### config.mk
export PLATFORM = sky130hd
export DESIGN_NAME = dk_input_ctrl
export DESIGN_NICKNAME = d
export VERILOG_FILES = /design/src/rtl/dk_input_pkg.sv /design/src/rtl/dk_ps2_latch.sv /design/src/rtl/dk_input_ctrl.sv
export SDC_FILE = /design/constraint.sdc
export NUM_CORES = 1
export LEC_CHECK = 0
export BUFFER_PORTS_ARGS = -buffer_cell sky130_fd_sc_hd__buf_2
export CORE_ASPECT_RATIO = 0.7
export CORE_MARGIN = 5
export CORE_UTILIZATION = 50
export CTS_CLUSTER_SIZE = 12
export DETAILED_ROUTE_END_ITERATION = 8
export GPL_ROUTABILITY_DRIVEN = 0
export PLACE_DENSITY = 0.75
export SKIP_LAST_GASP = 1
export SYNTH_ARGS = -nofsm -noshare
export SYNTH_HDL_FRONTEND = slang
export SYNTH_SLANG_ARGS = --single-unit
### constraint.sdc
create_clock -name I_CLK_24576M -period 2.1 [get_ports I_CLK_24576M]
set_input_delay 0.21 -clock I_CLK_24576M [delete_from_list [all_inputs] [get_ports I_CLK_24576M]]
set_output_delay 0.21 -clock I_CLK_24576M [all_outputs]
set_load 0.1 [all_outputs]
### src/rtl/dk_input_pkg.sv
// dk_input_pkg -- shared types and constants for the Donkey Kong input
// conditioning stage (dk_input_ctrl and dk_ps2_latch).
//   coin_state_t : coin -> gap -> start sequencer states
//   start_sel_t  : which start output the sequencer drives (or none)
//   SC_*         : PS/2 scancodes, bit 8 = E0 extended prefix
//   JOY_*        : bit positions in the merged joystick word
//   KEY_*        : bit positions in the key-held vector from dk_ps2_latch
package dk_input_pkg;

  typedef enum logic [2:0] {
    IDLE  = 3'd0,
    COIN  = 3'd1,
    GAP   = 3'd2,
    START = 3'd3,
    WAIT  = 3'd4
  } coin_state_t;

  typedef enum logic [1:0] {
    SEL_NONE = 2'd0,
    SEL_S1   = 2'd1,
    SEL_S2   = 2'd2
  } start_sel_t;

  // Arrow keys are matched on the low byte only (keypad and E0 arrows alias).
  localparam logic [8:0] SC_UP    = 9'h075;
  localparam logic [8:0] SC_DOWN  = 9'h072;
  localparam logic [8:0] SC_LEFT  = 9'h06B;
  localparam logic [8:0] SC_RIGHT = 9'h074;
  // Remaining keys are matched on all nine bits.
  localparam logic [8:0] SC_SPACE = 9'h029;
  localparam logic [8:0] SC_CTRL  = 9'h014;
  localparam logic [8:0] SC_F1    = 9'h005;
  localparam logic [8:0] SC_F2    = 9'h006;
  localparam logic [8:0] SC_F3    = 9'h004;

  localparam int JOY_R      = 0;
  localparam int JOY_L      = 1;
  localparam int JOY_D      = 2;
  localparam int JOY_U      = 3;
  localparam int JOY_FIRE   = 4;
  localparam int JOY_START1 = 5;
  localparam int JOY_START2 = 6;
  localparam int JOY_COIN   = 7;

  localparam int KEY_UP     = 0;
  localparam int KEY_DOWN   = 1;
  localparam int KEY_LEFT   = 2;
  localparam int KEY_RIGHT  = 3;
  localparam int KEY_FIRE   = 4;
  localparam int KEY_START1 = 5;
  localparam int KEY_START2 = 6;
  localparam int KEY_COIN   = 7;
  localparam int NUM_KEYS   = 8;

endpackage

### src/rtl/dk_ps2_latch.sv
// dk_ps2_latch -- turns hps_io PS/2 key events into held-key levels.
//   clk      : system clock
//   rst_n    : asynchronous active-low reset
//   ps2_key  : [10] toggles per event, [9] pressed, [8:0] scancode
//   key_held : one bit per recognised key (KEY_* order), 1 = held
// An event is seen in the cycle the toggle bit differs from its registered
// copy; the matching latch takes the pressed bit at the following edge.
module dk_ps2_latch
  import dk_input_pkg::*;
(
  input  logic                clk,
  input  logic                rst_n,
  input  logic [10:0]         ps2_key,
  output logic [NUM_KEYS-1:0] key_held
);

  logic       toggle_q;
  logic       key_event;
  logic       pressed;
  logic [8:0] code;

  assign key_event = ps2_key[10] ^ toggle_q;
  assign pressed   = ps2_key[9];
  assign code      = ps2_key[8:0];

  always_ff @(posedge clk or negedge rst_n) begin
    if (!rst_n) begin
      toggle_q <= 1'b0;
      key_held <= '0;
    end else begin
      toggle_q <= ps2_key[10];
      if (key_event) begin
        if (code[7:0] == SC_UP[7:0])         key_held[KEY_UP]    <= pressed;
        else if (code[7:0] == SC_DOWN[7:0])  key_held[KEY_DOWN]  <= pressed;
        else if (code[7:0] == SC_LEFT[7:0])  key_held[KEY_LEFT]  <= pressed;
        else if (code[7:0] == SC_RIGHT[7:0]) key_held[KEY_RIGHT] <= pressed;
        else begin
          case (code)
            // Space and Ctrl share one latch; whichever event came last wins.
            SC_SPACE, SC_CTRL: key_held[KEY_FIRE]   <= pressed;
            SC_F1:             key_held[KEY_START1] <= pressed;
            SC_F2:             key_held[KEY_START2] <= pressed;
            SC_F3:             key_held[KEY_COIN]   <= pressed;
            default:           ;
          endcase
        end
      end
    end
  end

endmodule

### src/rtl/dk_input_ctrl.sv
// dk_input_ctrl -- input conditioning between hps_io and dkong_top.
//   I_CLK_24576M : system clock
//   I_RESETn     : asynchronous active-low reset
//   I_PS2_KEY    : PS/2 key event word from hps_io
//   I_JOY        : OR of both joysticks, active-high
//   I_NO_ROTATE  : 1 = horizontal orientation remap of the directions
//   O_U/O_D/O_L/O_R/O_J : registered active-low directions and jump
//   O_S1/O_S2/O_C1      : active-low start 1P / start 2P / coin
//   O_BUSY       : coin sequencer not idle
//   O_DBG_STATE  : current coin sequencer state (coin_state_t encoding)
// A start press becomes coin pulse -> gap -> start pulse so one press both
// inserts a credit and starts the game. Timing uses a free-running 1 ms
// tick, so each timed state lasts N ticks minus up to one tick of jitter.
// Optional build macro DK_AUTOFIRE_EN: jump toggles every AF_MS ticks
// while fire is held.
module dk_input_ctrl
  import dk_input_pkg::*;
#(
  parameter int TICK_DIV = 24576,
  parameter int COIN_MS  = 100,
  parameter int GAP_MS   = 200,
  parameter int START_MS = 100,
  parameter int AF_MS    = 50
) (
  input  logic        I_CLK_24576M,
  input  logic        I_RESETn,
  input  logic [10:0] I_PS2_KEY,
  input  logic [15:0] I_JOY,
  input  logic        I_NO_ROTATE,
  output logic        O_U,
  output logic        O_D,
  output logic        O_L,
  output logic        O_R,
  output logic        O_J,
  output logic        O_S1,
  output logic        O_S2,
  output logic        O_C1,
  output logic        O_BUSY,
  output logic [2:0]  O_DBG_STATE
);

  localparam int TW = (TICK_DIV > 1) ? $clog2(TICK_DIV) : 1;
  localparam logic [15:0] COIN_LAST  = 16'(COIN_MS - 1);
  localparam logic [15:0] GAP_LAST   = 16'(GAP_MS - 1);
  localparam logic [15:0] START_LAST = 16'(START_MS - 1);

  logic [NUM_KEYS-1:0] key_held;
  logic m_u, m_d, m_l, m_r, m_j, m_s1, m_s2, m_coin;
  logic r_u, r_d, r_l, r_r;
  logic unused_joy;

  dk_ps2_latch u_ps2_latch (
    .clk      (I_CLK_24576M),
    .rst_n    (I_RESETn),
    .ps2_key  (I_PS2_KEY),
    .key_held (key_held)
  );

  assign m_u    = key_held[KEY_UP]     | I_JOY[JOY_U];
  assign m_d    = key_held[KEY_DOWN]   | I_JOY[JOY_D];
  assign m_l    = key_held[KEY_LEFT]   | I_JOY[JOY_L];
  assign m_r    = key_held[KEY_RIGHT]  | I_JOY[JOY_R];
  assign m_j    = key_held[KEY_FIRE]   | I_JOY[JOY_FIRE];
  assign m_s1   = key_held[KEY_START1] | I_JOY[JOY_START1];
  assign m_s2   = key_held[KEY_START2] | I_JOY[JOY_START2];
  assign m_coin = key_held[KEY_COIN]   | I_JOY[JOY_COIN];

  assign unused_joy = ^I_JOY[15:8];

  // Horizontal play: the cabinet's up comes from the player's left, etc.
  always_comb begin
    r_u = m_u;
    r_d = m_d;
    r_l = m_l;
    r_r = m_r;
    if (I_NO_ROTATE) begin
      r_u = m_l;
      r_d = m_r;
      r_l = m_d;
      r_r = m_u;
    end
  end

  always_ff @(posedge I_CLK_24576M or negedge I_RESETn) begin
    if (!I_RESETn) begin
      O_U <= 1'b1;
      O_D <= 1'b1;
      O_L <= 1'b1;
      O_R <= 1'b1;
    end else begin
      O_U <= ~r_u;
      O_D <= ~r_d;
      O_L <= ~r_l;
      O_R <= ~r_r;
    end
  end

  // Free-running 1 ms tick; never restarted by the sequencer.
  logic [TW-1:0] tick_cnt;
  logic          tick;

  assign tick = (tick_cnt == TW'(TICK_DIV - 1));

  always_ff @(posedge I_CLK_24576M or negedge I_RESETn) begin
    if (!I_RESETn) tick_cnt <= '0;
    else           tick_cnt <= tick ? '0 : tick_cnt + 1'b1;
  end

  // Coin sequencer.
  coin_state_t state_q, state_d;
  start_sel_t  sel_q, sel_d;
  logic [15:0] ms_cnt;
  logic        s1_q, s2_q, coin_q;
  logic        s1_rise, s2_rise, coin_rise;

  assign s1_rise   = m_s1 & ~s1_q;
  assign s2_rise   = m_s2 & ~s2_q;
  assign coin_rise = m_coin & ~coin_q;
  assign O_DBG_STATE = state_q;

  always_comb begin
    state_d = state_q;
    sel_d   = sel_q;
    case (state_q)
      IDLE: begin
        if (s1_rise) begin
          state_d = COIN;
          sel_d   = SEL_S1;
        end else if (s2_rise) begin
          state_d = COIN;
          sel_d   = SEL_S2;
        end else if (coin_rise) begin
          state_d = COIN;
          sel_d   = SEL_NONE;
        end
      end
      COIN:  if (tick && ms_cnt == COIN_LAST) state_d = GAP;
      GAP:   if (tick && ms_cnt == GAP_LAST)
               state_d = (sel_q != SEL_NONE) ? START : WAIT;
      START: if (tick && ms_cnt == START_LAST) state_d = WAIT;
      // Only rearm once every source is released, so a held button
      // yields exactly one sequence.
      WAIT:  if (!m_s1 && !m_s2 && !m_coin) state_d = IDLE;
      default: state_d = IDLE;
    endcase
  end

  // Outputs are decoded from the next state so they line up with state_q.
  always_ff @(posedge I_CLK_24576M or negedge I_RESETn) begin
    if (!I_RESETn) begin
      state_q <= IDLE;
      sel_q   <= SEL_NONE;
      ms_cnt  <= '0;
      s1_q    <= 1'b0;
      s2_q    <= 1'b0;
      coin_q  <= 1'b0;
      O_C1    <= 1'b1;
      O_S1    <= 1'b1;
      O_S2    <= 1'b1;
      O_BUSY  <= 1'b0;
    end else begin
      state_q <= state_d;
      sel_q   <= sel_d;
      s1_q    <= m_s1;
      s2_q    <= m_s2;
      coin_q  <= m_coin;
      if (state_d != state_q) ms_cnt <= '0;
      else if (tick)          ms_cnt <= ms_cnt + 16'd1;
      O_C1   <= ~(state_d == COIN);
      O_S1   <= ~(state_d == START && sel_d == SEL_S1);
      O_S2   <= ~(state_d == START && sel_d == SEL_S2);
      O_BUSY <= (state_d != IDLE);
    end
  end

`ifdef DK_AUTOFIRE_EN
  localparam logic [15:0] AF_LAST = 16'(AF_MS - 1);
  logic        fire_q;
  logic        af_off;
  logic [15:0] af_cnt;

  // First held cycle shows "pressed"; then the phase flips every AF_MS ticks.
  always_ff @(posedge I_CLK_24576M or negedge I_RESETn) begin
    if (!I_RESETn) begin
      fire_q <= 1'b0;
      af_off <= 1'b0;
      af_cnt <= '0;
      O_J    <= 1'b1;
    end else begin
      fire_q <= m_j;
      if (!m_j) begin
        af_off <= 1'b0;
        af_cnt <= '0;
        O_J    <= 1'b1;
      end else if (!fire_q) begin
        af_off <= 1'b0;
        af_cnt <= '0;
        O_J    <= 1'b0;
      end else if (tick) begin
        if (af_cnt == AF_LAST) begin
          af_cnt <= '0;
          af_off <= ~af_off;
          O_J    <= ~af_off;
        end else begin
          af_cnt <= af_cnt + 16'd1;
          O_J    <= af_off;
        end
      end
    end
  end
`else
  always_ff @(posedge I_CLK_24576M or negedge I_RESETn) begin
    if (!I_RESETn) O_J <= 1'b1;
    else           O_J <= ~m_j;
  end
`endif

endmodule

# --- After elaboration in Yosys (flattened, before gate mapping) ---
# Cells that the tools add are included.
totals:
  ff_bits: 57
  latch_bits: 0
  ram_bits: 0
  mem_bits_ro: 0
  word_cells: 117
  mem_count: 0
classes:
  add_sub_neg: 2
  multipliers: 0
  n_div: 0
  order_cmp: 0
  n_eq_ne: 21
  shifts: 0
  muxes: 20
  bitwise_logic: 27
  reduce_logical: 22
ops:
  columns: ["op", "count"]
  rows:
  - ["8-bit by 7-bit equality test with 1-bit output, second input constant", 4]
  - ["16-bit two-way mux", 2]
  - ["9-bit by 3-bit equality test with 1-bit output, second input constant", 3]
  - ["3-bit two-way mux", 8]
  - ["6-bit AND reduction", 4]
  - ["16-bit by 1-bit adder with 16-bit output, second input constant", 1]
  - ["16-bit by 7-bit equality test with 1-bit output, second input constant", 1]
  - ["16-bit by 8-bit equality test with 1-bit output, second input constant", 1]
  - ["15-bit by 1-bit adder with 15-bit output, second input constant", 1]
  - ["15-bit equality test, second input constant", 1]
  - ["15-bit two-way mux", 1]
  - ["1-bit inverter", 15]
  - ["3-bit one-hot mux with 5 select lines", 1]
  - ["3-bit by 2-bit equality test with 1-bit output, second input constant", 3]
  - ["9-bit by 5-bit equality test with 1-bit output, second input constant", 1]
  - ["9-bit by 6-bit equality test with 1-bit output, second input constant", 1]
  - ["2-bit two-way mux", 4]
  - ["1-bit bitwise OR", 8]
  - ["3-bit by 1-bit equality test with 1-bit output, second input constant", 2]
  - ["1-bit logical AND", 6]
  - ["5-bit AND reduction", 1]
  - ["1-bit two-way mux", 4]
  - ["4-bit AND reduction", 1]
  - ["2-bit nonzero test", 2]
  - ["12 further kinds", 16]

# --- Longest topological paths before layout ---
# Gate-level depths: netlist of the first run.
logic_depth:
  ltp_word: 9
  ltp_mapped: 7

# --- Hierarchy ---
# From an unflattened synthesis of the first run, not the netlist that was laid out.
hier_totals:
  hier_cells: 264
  area_unflattened_um2: 2812.7
by_module_without_submodules:
  columns: ["module", "n_inst", "cells_per_inst", "area_each_um2"]
  rows:
  - ["dk_input_ctrl", 1, 223, 2342.2]
  - ["dk_ps2_latch", 1, 41, 470.5]

# --- Worst setup path before layout of the first run ---
# No wires, ideal clock.
synth_path:
  path_type: "reg2reg"
  from: "register state_q[0], in the netlist O_DBG_STATE[0]"
  to: "register ms_cnt[9]"
  setup_ns: 0.119
  t_arrival_ns: 2.054
  t_required_ns: 1.981
  setup_slack_ns: -0.073
  path_stages_with_launch: 6
  n_path_buf: 1
  path_cell_list: "dfrtp_1 > nand4_1 > o31a_2 > o211ai_4 > buf_6 > nor2_1"
synth_between:
  elab_chain_cells: 6
synth_rtl:
  columns: ["element", "line_no", "rtl"]
  rows:
  - ["start, declared", "dk_input_ctrl.sv:110", "coin_state_t state_q, state_d;"]
  - ["start signal, assigned", "dk_input_ctrl.sv:162", "state_q <= state_d;"]
  - ["3-bit two-way mux", "dk_input_ctrl.sv:132", "end else if (coin_rise) begin"]
  - ["3-bit two-way mux", "dk_input_ctrl.sv:129", "end else if (s2_rise) begin"]
  - ["3-bit two-way mux", "dk_input_ctrl.sv:126", "if (s1_rise) begin"]
  - ["3-bit one-hot mux with 5 select lines", "dk_input_ctrl.sv:124", "case (state_q)"]
  - ["3-bit != test (*)", "dk_input_ctrl.sv:167", "if (state_d != state_q) ms_cnt <= '0;"]
  - ["16-bit two-way mux or 2-bit nonzero test (tied branches)", null, null]
  - ["end signal, assigned", "dk_input_ctrl.sv:168", "else if (tick) ms_cnt <= ms_cnt + 16'd1;"]
  - ["end, declared", "dk_input_ctrl.sv:112", "logic [15:0] ms_cnt;"]
# Mark *: on every way between the ends. The rest lies on a longest branch, timed or not.
# A chain may end at the register's enable or synchronous reset.

# --- Worst setup path in the final report of the first run ---
layout_path:
  from: "register tick_cnt[13]"
  to: "register ms_cnt[15]"
layout_between:
  elab_chain_cells: 6
layout_rtl:
  columns: ["element", "line_no", "rtl"]
  rows:
  - ["start, declared", "dk_input_ctrl.sv:99", "logic [TW-1:0] tick_cnt;"]
  - ["start signal, assigned", "dk_input_ctrl.sv:106", "else tick_cnt <= tick ? '0 : tick_cnt + 1'b1;"]
  - ["15-bit equality test (*)", "dk_input_ctrl.sv:102", "assign tick = (tick_cnt == TW'(TICK_DIV - 1));"]
  - ["1-bit logical AND (on tied branches)", "dk_input_ctrl.sv:137, dk_input_ctrl.sv:140, dk_input_ctrl.sv:138", null]
  - ["3-bit two-way mux (on tied branches)", "dk_input_ctrl.sv:140, dk_input_ctrl.sv:137, dk_input_ctrl.sv:138", null]
  - ["3-bit one-hot mux with 5 select lines", "dk_input_ctrl.sv:124", null]
  - ["3-bit != test", "dk_input_ctrl.sv:167", null]
  - ["16-bit two-way mux or 2-bit nonzero test (tied branches)", null, null]
# Marked as above.

==> flow_summary.json, run 1 <==
{
  "status": "finished, violations left",
  "violations": "setup timing",
  "tritoncts": "built",
  "die_area_mm2": 0.00721,
  "antenna_found_initial": 0,
  "ys.warnings.count": 0,
  "max_freq_ghz": 0.439,
  "finalWirelength_mm": 7.18,
  "rsz0062_at_grt": "true",
  "cp_max_fo": 9,
  "grt_pass1_wl_mm": 11.3,
  "die_h_um": 72.5,
  "initial_utilization": 0.523,
  "synthesis.nets": 301,
  "via_count": 2428,
  "path_clk_slew_ps": 70,
  "synth-edff-count": 0,
  "use_met2": 0.299,
  "power_density_mw_per_mm2": 730,
  "drtPass1Iterations": 4,
  "syn-cell-area_mm2": 0.00279,
  "avgSynthCellArea_um2": 10.4,
  "pin_count": 42,
  "finalCritPeriodShare": 1.08,
  "ir_drop_v": 0.000508,
  "layout.area.seq_mm2": 0.00144,
  "drc": 0,
  "gr-max-usage-layer": "met2",
  "insertion_delay_ps": 340,
  "min_path_type": "in -> reg",
  "routedWlPerCell_um": 16.6,
  "grt_max_degree": 39,
  "n_antenna_cell": 0,
  "die_x_um": 99.3,
  "cp.arrival_ps": 2500,
  "use_met1": 0.273,
  "grt_usage": 0.200,
  "fin_crit_ps": 2280,
  "path_class": "reg -> reg",
  "cap_violations": 0,
  "grt_pass1_vias": 2397,
  "rows": 22,
  "fin_nets": 388,
  "slowest_stage": "or4_1",
  "drtIter0Drc": 200,
  "report.final.hold_viol_count": 0,
  "path_delay_family": "simple AND/OR/NAND/NOR gates",
  "ys_ff_latch": 57,
  "postSynthCellCount": 269,
  "slew_headroom": 0.566,
  "multi_input_area_mm2": 0.00143,
  "dp_slack_ps": -196,
  "clk_path_buf_depth": 2,
  "crit_path_end_kind": "flip-flop",
  "worst_slack_ps": -176,
  "max_stage_delay_ps": 570,
  "start_kind": "flip-flop",
  "grt-ovfl-total": 0,
  "coreArea_mm2": 0.00534,
  "hpwlAfterDp_mm": 4.58,
  "area_growth_pct": 35.9,
  "cp.buffers_inverters": 1,
  "port_buffers": 33,
  "critPathRequiredTime_ps": 2330,
  "leakage_uw": 0.00167,
  "htree_num_levels": 3,
  "drv_slew": 0,
  "cts_root_buffer": "clkbuf_8",
  "avgViaCountPerCell": 5.61,
  "crit_chain": "nand4b_1, or4_1, buf_4, nor4_1, xnor2_1, nor2_2",
  "synthFlopType": "dfrtp_1",
  "met3_usage": 0.0749,
  "synth_cell_type_count": 44,
  "finalSetupViolations": 19,
  "clock-sinks": 57,
  "async_reset_ff_frac": 1.00,
  "cts_buffers": 9,
  "ys_seq_area_frac": 0.514,
  "postRouteAntennaNets": 0,
  "fill_cells": 360,
  "finClkSkew_ps": 8.69,
  "worst_slew_pin_slew_ps": 644,
  "fin_util": 0.711,
  "drive_above_1_share": 0.393
}
[flip-flops by register name (all words and copies together), names as in the netlist]
signal,count
O_BUSY,1
O_C1,1
O_D,1
O_DBG_STATE,3
O_J,1
O_L,1
O_R,1
O_S1,1
O_S2,1
O_U,1
coin_q,1
ms_cnt,16
s1_q,1
s2_q,1
sel_q,2
tick_cnt,15
u_ps2_latch.key_held,8
u_ps2_latch.toggle_q,1
[worst paths after layout]
path                                                to  depth (start not counted)  slack (ps)                           startpoint
worst max-delay path            ms_cnt[15]$_DFFE_PN0P_                          6        -180               tick_cnt[13]$_DFF_PN0_
worst max register to register  ms_cnt[15]$_DFFE_PN0P_                          6        -180               tick_cnt[13]$_DFF_PN0_
max in group asynchronous               O_S2$_DFF_PN1_                          3        1120                             I_RESETn
worst min-delay path                    s2_q$_DFF_PN0_                          3         100                             I_JOY[6]
worst min register to register           O_J$_DFF_PN1_                          1         400  u_ps2_latch.key_held[4]$_DFFE_PN0P_
min in group asynchronous       tick_cnt[13]$_DFF_PN0_                          2         350                             I_RESETn
[layer usage]
layer / share of wire / vias up
met2: 0.47 / 85
met1: 0.44 / 1194
met5: 0 / -
met3: 0.071 / 11
met4: 0.017 / 0
li1: - / 1138
[layout by cell type (no fill, tap or decap), types with 4 or more instances in the layout]
cell,instances
dfrtp_1,47
buf_4,40
nor2_1,36
buf_2,33
nand2_1,23
xnor2_1,18
nand4_1,13
mux2_2,13
nand3_1,10
clkbuf_8,10
inv_1,9
nor3_1,9
xor2_1,9
dfstp_2,8
nor4_2,6
o21ai_0,5
and3_1,4
nor4_1,4
nor2_2,4
nor2_4,4
[layout make-up]
type / count / area share
sequential: 57 / 0.379
tap: 72 / 0.0237
clock buffer: 11 / 0.0372
timing repair buffer: 79 / 0.148
multi-input combinational: 200 / 0.377
inverter: 9 / 0.00890
clock inverter: 5 / 0.0270
[stage by stage]
stage / hold WS (ps) / instance area [um^2] / power, uW / setup TNS [ps] / cells
finish: 95.6 / 3800 / 2770 / -2490 / 433
global route: 94.8 / 3800 / 2890 / -3450 / 433
CTS: 79.8 / 3660 / 2780 / -55.6 / 430
detailed placement: 198 / 3330 / 1490 / -3070 / 407
global placement: 197 / 3330 / 1490 / -1540 / 407
floorplan: -85.6 / 2810 / 1400 / 0 / 269
[cells in the mapped netlist (all sizes together), types with 2 or more instances]
cell / count / area share
nor4bb: 3 / 0.011
and2: 3 / 0.0067
nor4: 11 / 0.027
nor3: 10 / 0.018
and3: 4 / 0.0090
nand4: 14 / 0.037
o31ai: 2 / 0.0054
mux2: 13 / 0.052
a32oi: 2 / 0.0063
nand3: 11 / 0.021
dfstp: 8 / 0.075
o21ai: 5 / 0.0090
xor2: 9 / 0.028
o211ai: 2 / 0.010
buf: 2 / 0.0058
and4: 2 / 0.0063
nand4b: 3 / 0.0094
a21oi: 2 / 0.0049
nand2: 23 / 0.031
nor2b: 3 / 0.0067
ha: 2 / 0.0090
nor2: 44 / 0.059
xnor2: 18 / 0.056
or4: 5 / 0.017
dfrtp: 49 / 0.44
inv: 9 / 0.012
[worst register-to-register path: cells and delay by family, from the launching register on]
kind                      cells  cell delay (ps)
DFF                           1              380
and+or+nand+nor               4             1370
xor gates and xnor gates      1              210
buffers and inverters         1              210
[report_power, final]
group	switching, uW	leakage (uW)	internal, uW
logic	231	0.000821	95.9
registers	27.1	0.000730	1150
clock network	450	0.000120	819
total	708	0.00167	2060
[logic make-up (layout without fill, tap and decap cells)]
logic type | after synthesis | after routing | share of synthesized area
and+or+nand+nor | 139 | 139 | 0.267
buffers and inverters | 12 | 104 | 0.0193
AOI/OAI and AO/OA | 19 | 19 | 0.0537
muxes | 13 | 13 | 0.0524
adders and majority gates | 2 | 2 | 0.00896
xor gates and xnor gates | 27 | 27 | 0.0846
DFF | 57 | 57 | 0.514
[what timing repair did]
item	4_1_cts	5_1_grt
cloned	0	1
hold endpoints to repair	17	0
setup endpoints to repair	19	20
hold buffers	3	0
gates resized for setup	3	21
pin swaps	2	4
buffers inserted	4	2
(Power assumes the default switching activity.)
==> run 2, diff against run 1 <==
--- a/config.mk
+++ b/config.mk
@@ -5,7 +5,7 @@
 export SDC_FILE = /design/constraint.sdc
 export NUM_CORES = 1
 export LEC_CHECK = 0
-export BUFFER_PORTS_ARGS = -buffer_cell sky130_fd_sc_hd__buf_2
+export BUFFER_PORTS_ARGS = -buffer_cell sky130_fd_sc_hd__buf_4
 export CORE_ASPECT_RATIO = 0.7
 export CORE_MARGIN = 5
 export CORE_UTILIZATION = 50
==> constraint.sdc (replaced) <==
create_clock -name I_CLK_24576M -period 1.92 [get_ports I_CLK_24576M]
set_input_delay 0.192 -clock I_CLK_24576M [delete_from_list [all_inputs] [get_ports I_CLK_24576M]]
set_output_delay 0.192 -clock I_CLK_24576M [all_outputs]
set_load 0.1 [all_outputs]
==> flow_summary.json, run 2 (same netlist as run 1, synthesis figures left out) <==
{
  "status": "finished, violations left",
  "violations": "setup timing",
  "worst_slack_ps": -198,
  "grt_pass1_vias": 2590,
  "drc": 0,
  "worst_slew_pin_slew_ps": 663,
  "tritoncts": "built",
  "stdcell_count": 447,
  "drv_slew": 0,
  "n_antenna_cell": 0,
  "critPathRequiredTime_ps": 2190,
  "finalSetupViolations": 24,
  "fin_util": 0.742,
  "p_total_uw": 2720,
  "start_kind": "flip-flop",
  "rsz0062_at_grt": "true",
  "hpwlAfterDp_mm": 4.72,
  "reg2reg_depth": 6,
  "hp-start": "I_JOY[5]",
  "cap_violations": 0,
  "clock-sinks": 57,
  "grt_pass1_wl_mm": 12.3,
  "hold_depth": 3,
  "largest_reg_flops": 16,
  "drtIter0Drc": 180,
  "cts_buffers": 9,
  "initial_utilization": 0.523,
  "finClkSkew_ps": 9.24,
  "cts_root_buffer": "clkbuf_8",
  "leakage_uw": 0.00174,
  "postRouteAntennaNets": 0,
  "grt-ovfl-total": 0,
  "routedWlPerCell_um": 16.9,
  "fin_setup_tns_ps": -3210,
  "top_register": "ms_cnt",
  "ir_drop_v": 0.000508,
  "final_common_cell": "buf_4",
  "finalCritPeriodShare": 1.10,
  "path_class": "reg -> reg",
  "r2r-start": "ms_cnt[3]$_DFFE_PN0P_",
  "port_buffers": 33,
  "cp.arrival_ps": 2390,
  "die_x_um": 99.3,
  "coreArea_mm2": 0.00534,
  "min_path_type": "in -> reg",
  "htree_num_levels": 3,
  "clk_path_buf_depth": 2,
  "avgViaCountPerCell": 5.59,
  "grt_max_degree": 39,
  "power_density_mw_per_mm2": 687,
  "fin_nets": 402,
  "fill_cells": 358,
  "rows": 22,
  "fin_hold_ws_ps": 69.9,
  "reg_top3": "ms_cnt (16), tick_cnt (15), u_ps2_latch.key_held (8)",
  "grt_usage": 0.220,
  "dp.cells": 418,
  "report.final.hold_viol_count": 0,
  "antenna_found_initial": 0,
  "slew_headroom": 0.554,
  "r2r_end": "O_BUSY$_DFF_PN0_",
  "die_area_mm2": 0.00721,
  "max_freq_ghz": 0.472,
  "ff2ff_setup_slack_ps": -200,
  "path_clk_slew_ps": 70,
  "finalWirelength_mm": 7.55,
  "cp_max_fo": 4,
  "insertion_delay_ps": 340,
  "die_h_um": 72.5,
  "drive_above_1_share": 0.443,
  "pin_count": 42,
  "via_count": 2499,
  "fin_crit_ps": 2120,
  "min_to": "s1_q$_DFF_PN0_",
  "drtPass1Iterations": 4,
  "crit_path_end_kind": "flip-flop",
  "final_cell_mix": "buf_4, dfrtp_1, nor2_1",
  "area_growth_pct": 41.9
}
## run 2: power by group
part	internal, uW	switching [uW]	total, uW
Clock	567	481	1050
Sequential	1260	33.0	1290
Combinational	123	261	384
## run 2: final cells by class
class,count,area (um^2),share of cell area
inverters,9,33.8,0.00852
repair buffers,93,729,0.184
clock buffers,13,169,0.0426
flip-flops and latches,57,1440,0.363
multi-input cells,200,1490,0.375
clock inverters,3,15.0,0.00379
well taps,72,90.1,0.0227
## run 2: how the worst max path moves through the flow
stage / endpoint / depth (start not counted) / slack (ps) / from
after detailed placement: O_S2$_DFF_PN1_ / 7 / -230 / ms_cnt[0]$_DFFE_PN0P_
after global placement: O_S2$_DFF_PN1_ / 6 / -170 / ms_cnt[1]$_DFFE_PN0P_
after floorplan: ms_cnt[9]$_DFFE_PN0P_ / 7 / -150 / ms_cnt[0]$_DFFE_PN0P_
after CTS: ms_cnt[1]$_DFFE_PN0P_ / 8 / -200 / tick_cnt[0]$_DFF_PN0_
after global routing: O_BUSY$_DFF_PN0_ / 6 / -270 / ms_cnt[10]$_DFFE_PN0P_
final: O_BUSY$_DFF_PN0_ / 6 / -200 / ms_cnt[3]$_DFFE_PN0P_
## run 2: timing repair
item,in CTS,in global routing
gates resized for setup,18,17
setup endpoints to repair,23,29
buffers inserted,7,4
endpoints found under the hold margin,31,0
hold buffers,3,0
pin swaps,9,3
gates cloned,1,0
## run 2: metal layers
layer | share of wire | global-route usage | vias to the layer above
met2 | 0.47 | 0.356 | 80
met1 | 0.45 | 0.280 | 1230
met4 | 0.020 | 0.0621 | 0
li1 | - | - | 1168
met5 | 0 | 0 | -
met3 | 0.061 | 0.0817 | 21
## run 2: metrics by stage
| step | setup WS, ps | area (um^2) |
|---|---|---|
| 6_report | -198 | 3960 |
| 5_1_grt | -267 | 3960 |
| 4_1_cts | -201 | 3910 |
| 3_5_place_dp | -225 | 3540 |
| 3_3_place_gp | -172 | 3540 |
| 2_1_floorplan | -145 | 2840 |
## run 2: critical path, cell delays in order (launching register included)
cell and delay [ps]:
dfrtp_1 390, nor4_2 310, buf_4 190, nand4_1 210, or4_4 590, a21oi_4 220, nand4b_1 160
